File: src/rtl/uart_rx_multi.sv
// Oversampled UART receiver: run-time frame format, 3-sample majority vote, valid/ready output.
// Define UART_RX_BREAK_DET_EN to add the Break_Det output.
module uart_rx_multi #(
  parameter int DATA_WIDTH = 9,
  parameter int PRESC_W    = 6
) (
  input  logic                  clk,
  input  logic                  rst,
  input  logic                  RX_IN,
  input  logic [PRESC_W-1:0]    Prescale,
  input  logic [3:0]            DATA_LEN,
  input  logic                  PAR_EN,
  input  logic                  PAR_TYP,
  input  logic                  STOP2,
  output logic [DATA_WIDTH-1:0] P_DATA,
  output logic                  Data_valid,
  input  logic                  Data_ready,
  output logic                  Parity_Error,
  output logic                  Stop_Error,
`ifdef UART_RX_BREAK_DET_EN
  output logic                  Break_Det,
`endif
  output logic                  Overrun
);

  typedef enum logic [2:0] {
    IDLE, START, DATA, PARITY, STOP, DONE
  } state_t;

  state_t state, state_n;

  logic                  rx_m, rx_s, arm;
  logic [PRESC_W-1:0]    edge_cnt, p_l, c;
  logic [3:0]            len_l, bit_cnt;
  logic                  par_en_l, par_typ_l, stop2_l;
  logic                  stop_cnt;
  logic                  s0, s1, maj;
  logic [DATA_WIDTH-1:0] shadow;
  logic                  par_err, stop_err;
  logic                  at_lo, at_c, at_mid, at_end;
  logic                  publish;
  logic [PRESC_W-1:0]    p_eff;
  logic [3:0]            len_eff;

  assign p_eff = (Prescale < PRESC_W'(8)) ? PRESC_W'(8) : Prescale;
  assign len_eff = (DATA_LEN < 4'd5 || DATA_LEN > 4'(DATA_WIDTH))
                 ? 4'(DATA_WIDTH) : DATA_LEN;

  assign c      = p_l >> 1;
  assign at_lo  = edge_cnt == c - PRESC_W'(1);
  assign at_c   = edge_cnt == c;
  assign at_mid = edge_cnt == c + PRESC_W'(1);
  assign at_end = edge_cnt == p_l - PRESC_W'(1);
  assign maj    = (s0 & s1) | (s0 & rx_s) | (s1 & rx_s);

  assign publish = (state == DONE) && (!Data_valid || Data_ready);

  always_comb begin
    state_n = state;
    unique case (state)
      IDLE:    if (!rx_s && arm) state_n = START;
      START:   if (at_mid && maj) state_n = IDLE;
               else if (at_end) state_n = DATA;
      DATA:    if (at_end && bit_cnt == len_l - 4'd1)
                 state_n = par_en_l ? PARITY : STOP;
      PARITY:  if (at_end) state_n = STOP;
      STOP:    if (at_mid && stop_cnt == stop2_l) state_n = DONE;
      DONE:    state_n = IDLE;
      default: state_n = IDLE;
    endcase
  end

  always_ff @(posedge clk or negedge rst) begin
    if (!rst) state <= IDLE;
    else      state <= state_n;
  end

  always_ff @(posedge clk or negedge rst) begin
    if (!rst) begin
      rx_m      <= 1'b1;
      rx_s      <= 1'b1;
      arm       <= 1'b0;
      edge_cnt  <= '0;
      p_l       <= PRESC_W'(8);
      len_l     <= 4'(DATA_WIDTH);
      par_en_l  <= 1'b0;
      par_typ_l <= 1'b0;
      stop2_l   <= 1'b0;
      bit_cnt   <= '0;
      stop_cnt  <= 1'b0;
      s0        <= 1'b1;
      s1        <= 1'b1;
      shadow    <= '0;
      par_err   <= 1'b0;
      stop_err  <= 1'b0;
    end else begin
      rx_m <= RX_IN;
      rx_s <= rx_m;
      // After a bad stop the line must go high before a new start is accepted
      if (state == DONE) arm <= stop_err ? rx_s : 1'b1;
      else if (rx_s)     arm <= 1'b1;
      if (state == IDLE || state_n != state || at_end) edge_cnt <= '0;
      else edge_cnt <= edge_cnt + PRESC_W'(1);
      if (at_lo) s0 <= rx_s;
      if (at_c)  s1 <= rx_s;
      if (state == IDLE && state_n == START) begin
        p_l       <= p_eff;
        len_l     <= len_eff;
        par_en_l  <= PAR_EN;
        par_typ_l <= PAR_TYP;
        stop2_l   <= STOP2;
        bit_cnt   <= '0;
        stop_cnt  <= 1'b0;
        shadow    <= '0;
        par_err   <= 1'b0;
        stop_err  <= 1'b0;
      end
      if (state == DATA) begin
        if (at_mid) shadow <= shadow | (DATA_WIDTH'(maj) << bit_cnt);
        if (at_end) bit_cnt <= bit_cnt + 4'd1;
      end
      if (state == PARITY && at_mid)
        par_err <= maj != (^shadow ^ par_typ_l);
      if (state == STOP) begin
        if (at_mid && !maj) stop_err <= 1'b1;
        if (at_end) stop_cnt <= 1'b1;
      end
    end
  end

  always_ff @(posedge clk or negedge rst) begin
    if (!rst) begin
      P_DATA       <= '0;
      Data_valid   <= 1'b0;
      Parity_Error <= 1'b0;
      Stop_Error   <= 1'b0;
      Overrun      <= 1'b0;
    end else begin
      Overrun <= (state == DONE) && !publish;
      if (publish) begin
        P_DATA       <= shadow;
        Parity_Error <= par_err;
        Stop_Error   <= stop_err;
        Data_valid   <= 1'b1;
      end else if (Data_valid && Data_ready) begin
        Data_valid <= 1'b0;
      end
    end
  end

`ifdef UART_RX_BREAK_DET_EN
  logic all_zero;

  // Tracks data, parity and first stop all sampling low
  always_ff @(posedge clk or negedge rst) begin
    if (!rst) begin
      all_zero  <= 1'b0;
      Break_Det <= 1'b0;
    end else begin
      if (state == IDLE && state_n == START)
        all_zero <= 1'b1;
      else if (at_mid && maj &&
               (state == DATA || state == PARITY ||
                (state == STOP && !stop_cnt)))
        all_zero <= 1'b0;
      if (publish) Break_Det <= all_zero & stop_err;
      else if (Data_valid && Data_ready) Break_Det <= 1'b0;
    end
  end
`endif

endmodule
File: config.mk
export PLATFORM = sky130hd
export DESIGN_NAME = uart_rx_multi
export DESIGN_NICKNAME = d
export VERILOG_FILES = /design/src/rtl/uart_rx_multi.sv
export SDC_FILE = /design/constraint.sdc
export NUM_CORES = 1
export LEC_CHECK = 0
export ABC_CLOCK_PERIOD_IN_PS = 3730
export BUFFER_PORTS_ARGS = -buffer_cell sky130_fd_sc_hd__buf_2
export CORE_MARGIN = 3
export CORE_UTILIZATION = 30
export DETAILED_ROUTE_END_ITERATION = 10
export PLACE_DENSITY = 0.48
export SETUP_SLACK_MARGIN = 0.5
export SLEW_MARGIN = 10
export SYNTH_ARGS = -nofsm -noshare
export SYNTH_HDL_FRONTEND = slang
export SYNTH_SLANG_ARGS = --single-unit
File: constraint.sdc
create_clock -name clk -period 3.73 [get_ports clk]
set_input_delay 0.1865 -clock clk [delete_from_list [all_inputs] [get_ports clk]]
set_output_delay 0.1865 -clock clk [all_outputs]
set_load 0.02 [all_outputs]
# Word level (Yosys, flattened, before mapping)
# Index checks and enable logic that the tools add are counted.
dict set report word_totals {
  input_bits 17
  regBits 56
  out_inout_bits 13
}
dict set report op_classes {
  eq_ne 14
  bitwise 7
  order_cmp 3
  muxes 30
  shift 1
  n_reduce_logical 23
  n_addsub 6
}
# cell count
set ops {}
lappend ops {{$mux W9} 3}
lappend ops {{$mux W3} 7}
lappend ops {{$eq A6 B6 Y1} 3}
lappend ops {{$mux W4} 4}
lappend ops {{$pmux W3 S5} 1}
lappend ops {{$mux W1} 13}
lappend ops {{$mux W6} 2}
lappend ops {{$logic_and A1 B1 Y1} 10}
lappend ops {{$or A9 B9 Y9} 1}
lappend ops {{$reduce_xor A9 Y1} 1}
lappend ops {{$shl A1 B4 Y9} 1}
lappend ops {{$add A5 B1 Y6 const B} 1}
lappend ops {{$add A6 B1 Y6 const B} 1}
lappend ops {{$eq A3 B1 Y1 const B} 2}
lappend ops {{$eq A3 B2 Y1 const B} 2}
lappend ops {{$eq A3 B3 Y1 const B} 2}
lappend ops {{$eq A6 B5 Y1} 1}
lappend ops {{$lt A6 B4 Y1 const B} 1}
lappend ops {{$reduce_bool A2 Y1} 3}
lappend ops {{$sub A5 B1 Y6 const B} 1}
lappend ops {{$sub A6 B1 Y6 const B} 1}
lappend ops {{$add A4 B1 Y4 const B} 1}
lappend ops {{$eq A4 B4 Y1} 1}
lappend ops {{$gt A4 B4 Y1 const B} 1}
lappend ops {{other kinds (11)} 20}

# Longest topological paths before layout
# Gate-level depths: netlist of run 1.
dict set report depth {
  depth_word 11
  depth_mapped 9
  mapped_depth_nobuf 8
}

# Least setup slack after synthesis of run 1
# No wires, ideal clock.
dict set report synth_timing {
  kind {register to register}
  start {register p_l[2]}
  end {register bit_cnt[2]}
  slack_ns 1.412
  required_time_ns 3.610
  setup_time_ns 0.120
  synth_period_minus_slack_ns 2.318
  path_stages_with_launch 10
  n_path_buf 1
  t_arrival_ns 2.198
  path_cell_list {dfrtp_1 buf_2 inv_1 ha_1 nor3b_1 nand2_1 xnor2_1 a2111oi_4 nand2_1 a31o_1}
}
dict set report synth_between {
  elab_chain_cells 10
}
# element line
set synth_lines {}
lappend synth_lines {{from (decl)} 33} ;# logic [PRESC_W-1:0] edge_cnt, p_l, c;
lappend synth_lines {{from (signal assigned)} 107} ;# p_l <= p_eff;
lappend synth_lines {{$sub A6 B1 Y6 / $add A5 B1 Y6 (equally long branches)} {53, 52}}
lappend synth_lines {{$eq A6 B6 Y1, on equally long branches} {53, 52}}
lappend synth_lines {{$mux W3 (tied with other cells)} 63} ;# else if (at_end) state_n = DATA;
lappend synth_lines {{$mux W3, on equally long branches} {62, 64, 67}}
lappend synth_lines {{$pmux W3 S5} 60} ;# unique case (state)
lappend synth_lines {{$eq A3 B1 Y1} 106} ;# if (state == IDLE && state_n == START) begin
lappend synth_lines {{$logic_and A1 B1 Y1} 106}
lappend synth_lines {{$mux W4} 106}
lappend synth_lines {{$mux W4} 120} ;# if (at_end) bit_cnt <= bit_cnt + 4'd1;
lappend synth_lines {{$mux W4 *} 118} ;# if (state == DATA) begin
lappend synth_lines {{to (signal assigned)} 120}
lappend synth_lines {{to (decl)} 34} ;# logic [3:0] len_l, bit_cnt;
# Mark *: on every way between the ends. The rest lies on a longest branch, timed or not.
# A chain may end at the register's enable or synchronous reset.

# Worst setup path after layout of run 1
# Same ends and word-level chain as after synthesis.

==> impl_metrics.toml, run 1 <==
[run_status]
status = "complete, but fails checks"
failed_checks = "negative hold slack"

[critical_path]
regToRegSetupSlack_ns = 1.07
r2r.worst_path.cells = 8
critPathArrivalTime_ns = 2.89
cp_data_required_time_ns = 3.96
cp_max_fo = 8
critPathLaunchType = "register"
end_kind = "register"
timing.rr.start = "p_l[2]"
critical_path_class = "reg -> reg"
r2r-end = "bit_cnt[2]"

[floorplan]
die_area_um2 = 11700
ios = 30
initial_core_util = 0.313
die_width_um = 108
core_um2 = 9950
rows = 36
die_y_um = 108

[timing]
fin_crit_sh = 0.713
skew_ns = 0.0101
max_freq_ghz = 0.376
min_period_ns = 2.66
rsz0062_at_grt = "false"
hold_violations = 13
worst_slew_pin_slew_ns = 0.933
whs_ns = -0.0312
setup_viol = 0
maxSlewHeadroom = 0.376
final_max_slew_viol_count = 0
fin_setup_tns_ns = 0

[synthesis]
synth_area_per_cell_um2 = 10.0
ys.flop_type = "dfrtp_1"
ys_ff_latch = 56
syn_inst = 312
synth_area_um2 = 3120
yosys-top-cells-area = "dfrtp_1 (39%), xnor2_1 (7.0%), dfstp_2 (5.9%), nand2_1 (4.8%), mux2_2 (4.7%)"
yosys.area.top_type = "dfrtp_1"
ys_warn_count = 0
yosysSeqAreaShare = 0.452
synth_top_cell_area_share = 0.393
synth_edf_count = 0
synthArstFlopShare = 1.00
synthDistinctLibCells = 57
synthesis.nets = 336

[clock_network]
cts_root_buffer = "clkbuf_8"
clock_sinks = 56
clkTransAtPathRegs_ns = 0.11
postCtsSetupRepairBufs = 0
cts_tree = "done"
cts_buffers = 5
insertion_delay_ns = 0.33
h-tree-depth = 2
cts_buffer_depth = 2

[routing]
drc = 0
dr.pass1.iters = 4
routedWlPerCell_um = 13.2
num_vias = 2234
drtAntennaViolNets = 0
via_per_inst = 4.78
finalWirelength_um = 6160
drtIter0Drc = 102

[grt]
grt_pass1_wl_um = 10600
grt_use_met1 = 0.166
grt_max_degree = 57
gr-total-overflow = 0
grt_pass1_vias = 2126
grt_busiest_layer = "met1"
use_met2 = 0.166
gr-usage-met3 = 0.0245
antenna_found_initial = 0
grt.total_usage = 0.115

[final_layout]
final_common_cell = "dfrtp_1"
layout.nets = 357
syn_to_final_growth_pct = 10.8
diodes = 0
drive_gt1_frac = 0.207
final_cell_mix = "dfrtp_1 (49), nand2_1 (40), buf_2 (29)"

[hold_path]
hold_class = "in -> async"

[job]
cap_viol_max_count = 0

[placed_design]
routabilityCongestion = 0.842
dpl.hpwl_um = 4530
io_buffers = 29

[pwr]
p_leak_nw = 1.56
ir_drop_mv = 0.314
power_density_nw_per_um2 = 646
==> layer usage <==
metal | vias up | part of all wire | wire [um]
li1 | 1123 | - | -
met1 | 1048 | 0.52 | 3200
met2 | 53 | 0.42 | 2580
met3 | 10 | 0.037 | 227
met4 | 0 | 0.023 | 143
met5 | - | 0 | 0
==> where the power goes <==
part           internal (mW)  switching [mW]
clock                  0.139           0.223
combinational          0.415           0.509
sequential             0.746           0.202
total                   1.30           0.934
==> logic make-up (layout without fill, tap and decap cells) <==
logic type               after synthesis  in the layout  synth area share
flip-flops                            56             56             0.452
multiplexers                          17             17            0.0598
XOR/XNOR                              38             38             0.109
adder cells (fa/ha/maj)                8              8            0.0313
AO/OA/AOI/OAI                         45             45             0.110
buffers and inverters                 30             52            0.0441
AND/OR/NAND/NOR                      118            118             0.194
==> critical path: stages (launching register included) <==
cell,delay [ns]
dfrtp_1,0.49
inv_1,0.17
ha_1,0.29
nor3b_1,0.33
nand2_1,0.11
xnor2_1,0.16
a2111oi_4,0.46
nand2_1,0.28
a31o_1,0.27
==> synth_stat cells (5+ instances only) <==
master,count
o21ai_0,14
nand4_1,5
dfstp_2,7
xor2_1,12
xnor2_1,25
nor2b_1,6
mux2_2,13
nor2_1,21
inv_1,13
nand3_1,14
dfrtp_1,49
ha_1,7
buf_2,7
a21oi_1,6
clkbuf_1,6
nand2_1,40
==> flip-flops by register name, summed over array words and instances (netlist names), 3 cells and up <==
name / cells
shadow: 9
P_DATA: 9
state: 3
edge_cnt: 6
bit_cnt: 4
len_l: 4
p_l: 6
==> through the flow <==
step	worst slack (ns)	util	area (um2)	total power [mW]	instances
floorplan	1.41	-	3120	1.71	312
global placement	1.22	0.336	3350	1.88	458
detailed placement	1.10	0.336	3350	1.89	458
CTS	1.07	0.347	3460	2.27	467
global route	0.841	0.347	3460	2.43	467
finish	1.07	0.347	3460	2.23	467
==> worst max-delay path by stage <==
stage                      end  cells past startpoint  slack [ns]  startpoint
floorplan           bit_cnt[2]                      9        1.41      p_l[2]
global placement    bit_cnt[2]                      8        1.22      p_l[2]
detailed placement  bit_cnt[2]                      8        1.10      p_l[2]
CTS                 bit_cnt[2]                      8        1.07      p_l[2]
global route        bit_cnt[2]                      8        0.84      p_l[2]
finish              bit_cnt[2]                      8        1.07      p_l[2]
==> layout make-up <==
class	count	area (um2)
Sequential cell	56	1410
Inverter	13	48.8
Fill cell	1044	6500
Tap cell	133	166
Clock buffer	5	68.8
Timing Repair Buffer	31	163
Multi-Input combinational cell	226	1570
Clock inverter	3	27.5
==> timing repair <==
| action | CTS | global route |
|---|---|---|
| gates resized for setup | 0 | 0 |
| hold buffers | 1 | 0 |
| endpoints found under the hold margin | 1 | 0 |
Power figures use the tool's default switching activity.
==> run 2: changes to the inputs <==
--- a/config.mk
+++ b/config.mk
@@ -5,12 +5,12 @@
 export SDC_FILE = /design/constraint.sdc
 export NUM_CORES = 1
 export LEC_CHECK = 0
-export ABC_CLOCK_PERIOD_IN_PS = 3730
+export ABC_CLOCK_PERIOD_IN_PS = 2350
 export BUFFER_PORTS_ARGS = -buffer_cell sky130_fd_sc_hd__buf_2
 export CORE_MARGIN = 3
 export CORE_UTILIZATION = 30
 export DETAILED_ROUTE_END_ITERATION = 10
-export PLACE_DENSITY = 0.48
+export PLACE_DENSITY = 0.5
 export SETUP_SLACK_MARGIN = 0.5
 export SLEW_MARGIN = 10
 export SYNTH_ARGS = -nofsm -noshare
==> constraint.sdc (replaced) <==
create_clock -name clk -period 2.35 [get_ports clk]
set_input_delay 0.1175 -clock clk [delete_from_list [all_inputs] [get_ports clk]]
set_output_delay 0.1175 -clock clk [all_outputs]
set_load 0.02 [all_outputs]
==> run 2 against run 1 <==
Net effect: the flow now finishes without violations; clock skew is 0.0040 ns lower; largest power group is now combinational cells; final area increased by 15%; sequential power up 57%; wire length rose by 12%.
==> impl_metrics.toml, run 2 (synthesized netlist as in run 1, its figures left out) <==
[timing]
max_freq_ghz = 0.457
worst_slew_pin_slew_ns = 0.728
rsz0062_at_grt = "true"
fin_setup_tns_ns = 0
final_max_slew_viol_count = 0
min_period_ns = 2.19
fin_crit_sh = 0.930
setup_viol = 0
skew_ns = 0.00609
maxSlewHeadroom = 0.514
hold_violations = 0

[floorplan]
die_width_um = 108
die_area_um2 = 11700
die_y_um = 108
rows = 36
ios = 30
initial_core_util = 0.313
core_um2 = 9950

[clock_network]
cts_tree = "done"
cts_buffer_depth = 2
clkTransAtPathRegs_ns = 0.11
insertion_delay_ns = 0.31
clock_sinks = 56
h-tree-depth = 2
cts_root_buffer = "clkbuf_8"
cts_buffers = 5

[critical_path]
critPathLaunchType = "register"
cp_data_required_time_ns = 2.58
critPathArrivalTime_ns = 2.41
cp_max_fo = 4
end_kind = "register"
critical_path_class = "reg -> reg"

[run_status]
status = "completed"

[routing]
dr.pass1.iters = 4
via_per_inst = 4.72
finalWirelength_um = 6900
drc = 0
routedWlPerCell_um = 13.7
num_vias = 2386
drtIter0Drc = 124
drtAntennaViolNets = 0

[pwr]
p_leak_nw = 1.82
power_density_nw_per_um2 = 1100
ir_drop_mv = 0.484

[final_layout]
syn_to_final_growth_pct = 27.1
largestRegisters = "P_DATA: 9 flops, shadow: 9 flops"
drive_gt1_frac = 0.347
final_common_cell = "dfrtp_1"
diodes = 0
fill_cells = 985
finish.utilization = 0.398
multiInputGateArea_um2 = 1760
final_cell_mix = "dfrtp_1 (46), nand2_1 (38), buf_2 (29), buf_4 (29), xnor2_1 (21)"
layout.nets = 395
fin_cells = 505
regArea_um2 = 1410

[grt]
grt_max_degree = 57
grt.total_usage = 0.127
grt_pass1_vias = 2376
gr-total-overflow = 0
antenna_found_initial = 0
grt_pass1_wl_um = 12000

[placed_design]
dpl.hpwl_um = 4730
dp_cells = 467
io_buffers = 29
routabilityCongestion = 0.782

[hold_path]
hold_class = "in -> reg"

[job]
cap_viol_max_count = 0
==> run 2: changes by cell type in the layout (fill, tap and decap cells not counted), sizes merged <==
cell | previous run | this run
dlygate4sd3 | 1 | 5
buf | 30 | 64
==> run 2: timing repair <==
action | in CTS | in global routing
gates resized for setup | 25 | 16
endpoints found under the setup margin | 26 | 29
setup buffers | 19 | 6
hold buffers | 5 | 0
hold endpoints to repair | 53 | 0
pin swaps | 21 | 10
==> run 2: cell type report <==
class	instances	area share
clock buffer	5	0.0174
clock inverter	3	0.00537
inverter	13	0.0136
multi-input combinational	226	0.444
sequential	56	0.357
tap	133	0.0420
timing repair buffer	69	0.121
==> run 2: worst max-delay path, cell delays in order (launching register included) <==
cell and delay (ns):
dfrtp_2 0.47, buf_6 0.13, buf_4 0.15, xor2_1 0.18, and3_1 0.19, nand4_1 0.15
buf_4 0.15, buf_4 0.09, nor3_1 0.03, or4b_1 0.47, o2111ai_1 0.09
==> run 2: per-layer routing <==
| layer | GRT usage | vias to the layer above | wire [um] |
|---|---|---|---|
| met5 | 0 | - | 0 |
| met4 | 0.0307 | 0 | 113 |
| met3 | 0.0197 | 8 | 194 |
| met2 | 0.200 | 43 | 3130 |
| met1 | 0.185 | 1146 | 3470 |
| li1 | - | 1189 | - |
==> run 2: final timing paths <==
check                      depth (start not counted)        start  slack (ns)         end
hold / removal                                     3  Prescale[5]        0.02      p_l[5]
hold reg to reg                                    0         rx_m        0.36        rx_s
setup / recovery                                  10       p_l[1]        0.16    state[0]
max in group asynchronous                          3          rst        1.35      p_l[4]
setup reg to reg                                  10       p_l[1]        0.16    state[0]
min in group asynchronous                          3          rst        0.49  Data_valid
==> run 2: metrics by stage <==
step                      worst slack (ns)  power [mW]  area (um2)  hold slack (ns)
after floorplan                      0.253        2.81        3170           -0.178
after global placement               0.105        3.12        3460            0.228
after detailed placement            0.0322        3.14        3460            0.227
after CTS                            0.224        4.15        3840           0.0125
after global routing                0.0755        4.72        3960           0.0368
final                                0.164        4.37        3960           0.0195
==> run 2: power by group <==
part / internal (mW) / switching, mW / total [mW] / leakage (nW)
clock: 0.213 / 0.336 / 0.549 / 0.0445
combinational: 1.19 / 1.15 / 2.34 / 1.05
sequential: 1.19 / 0.301 / 1.49 / 0.725
total: 2.59 / 1.78 / 4.37 / 1.82
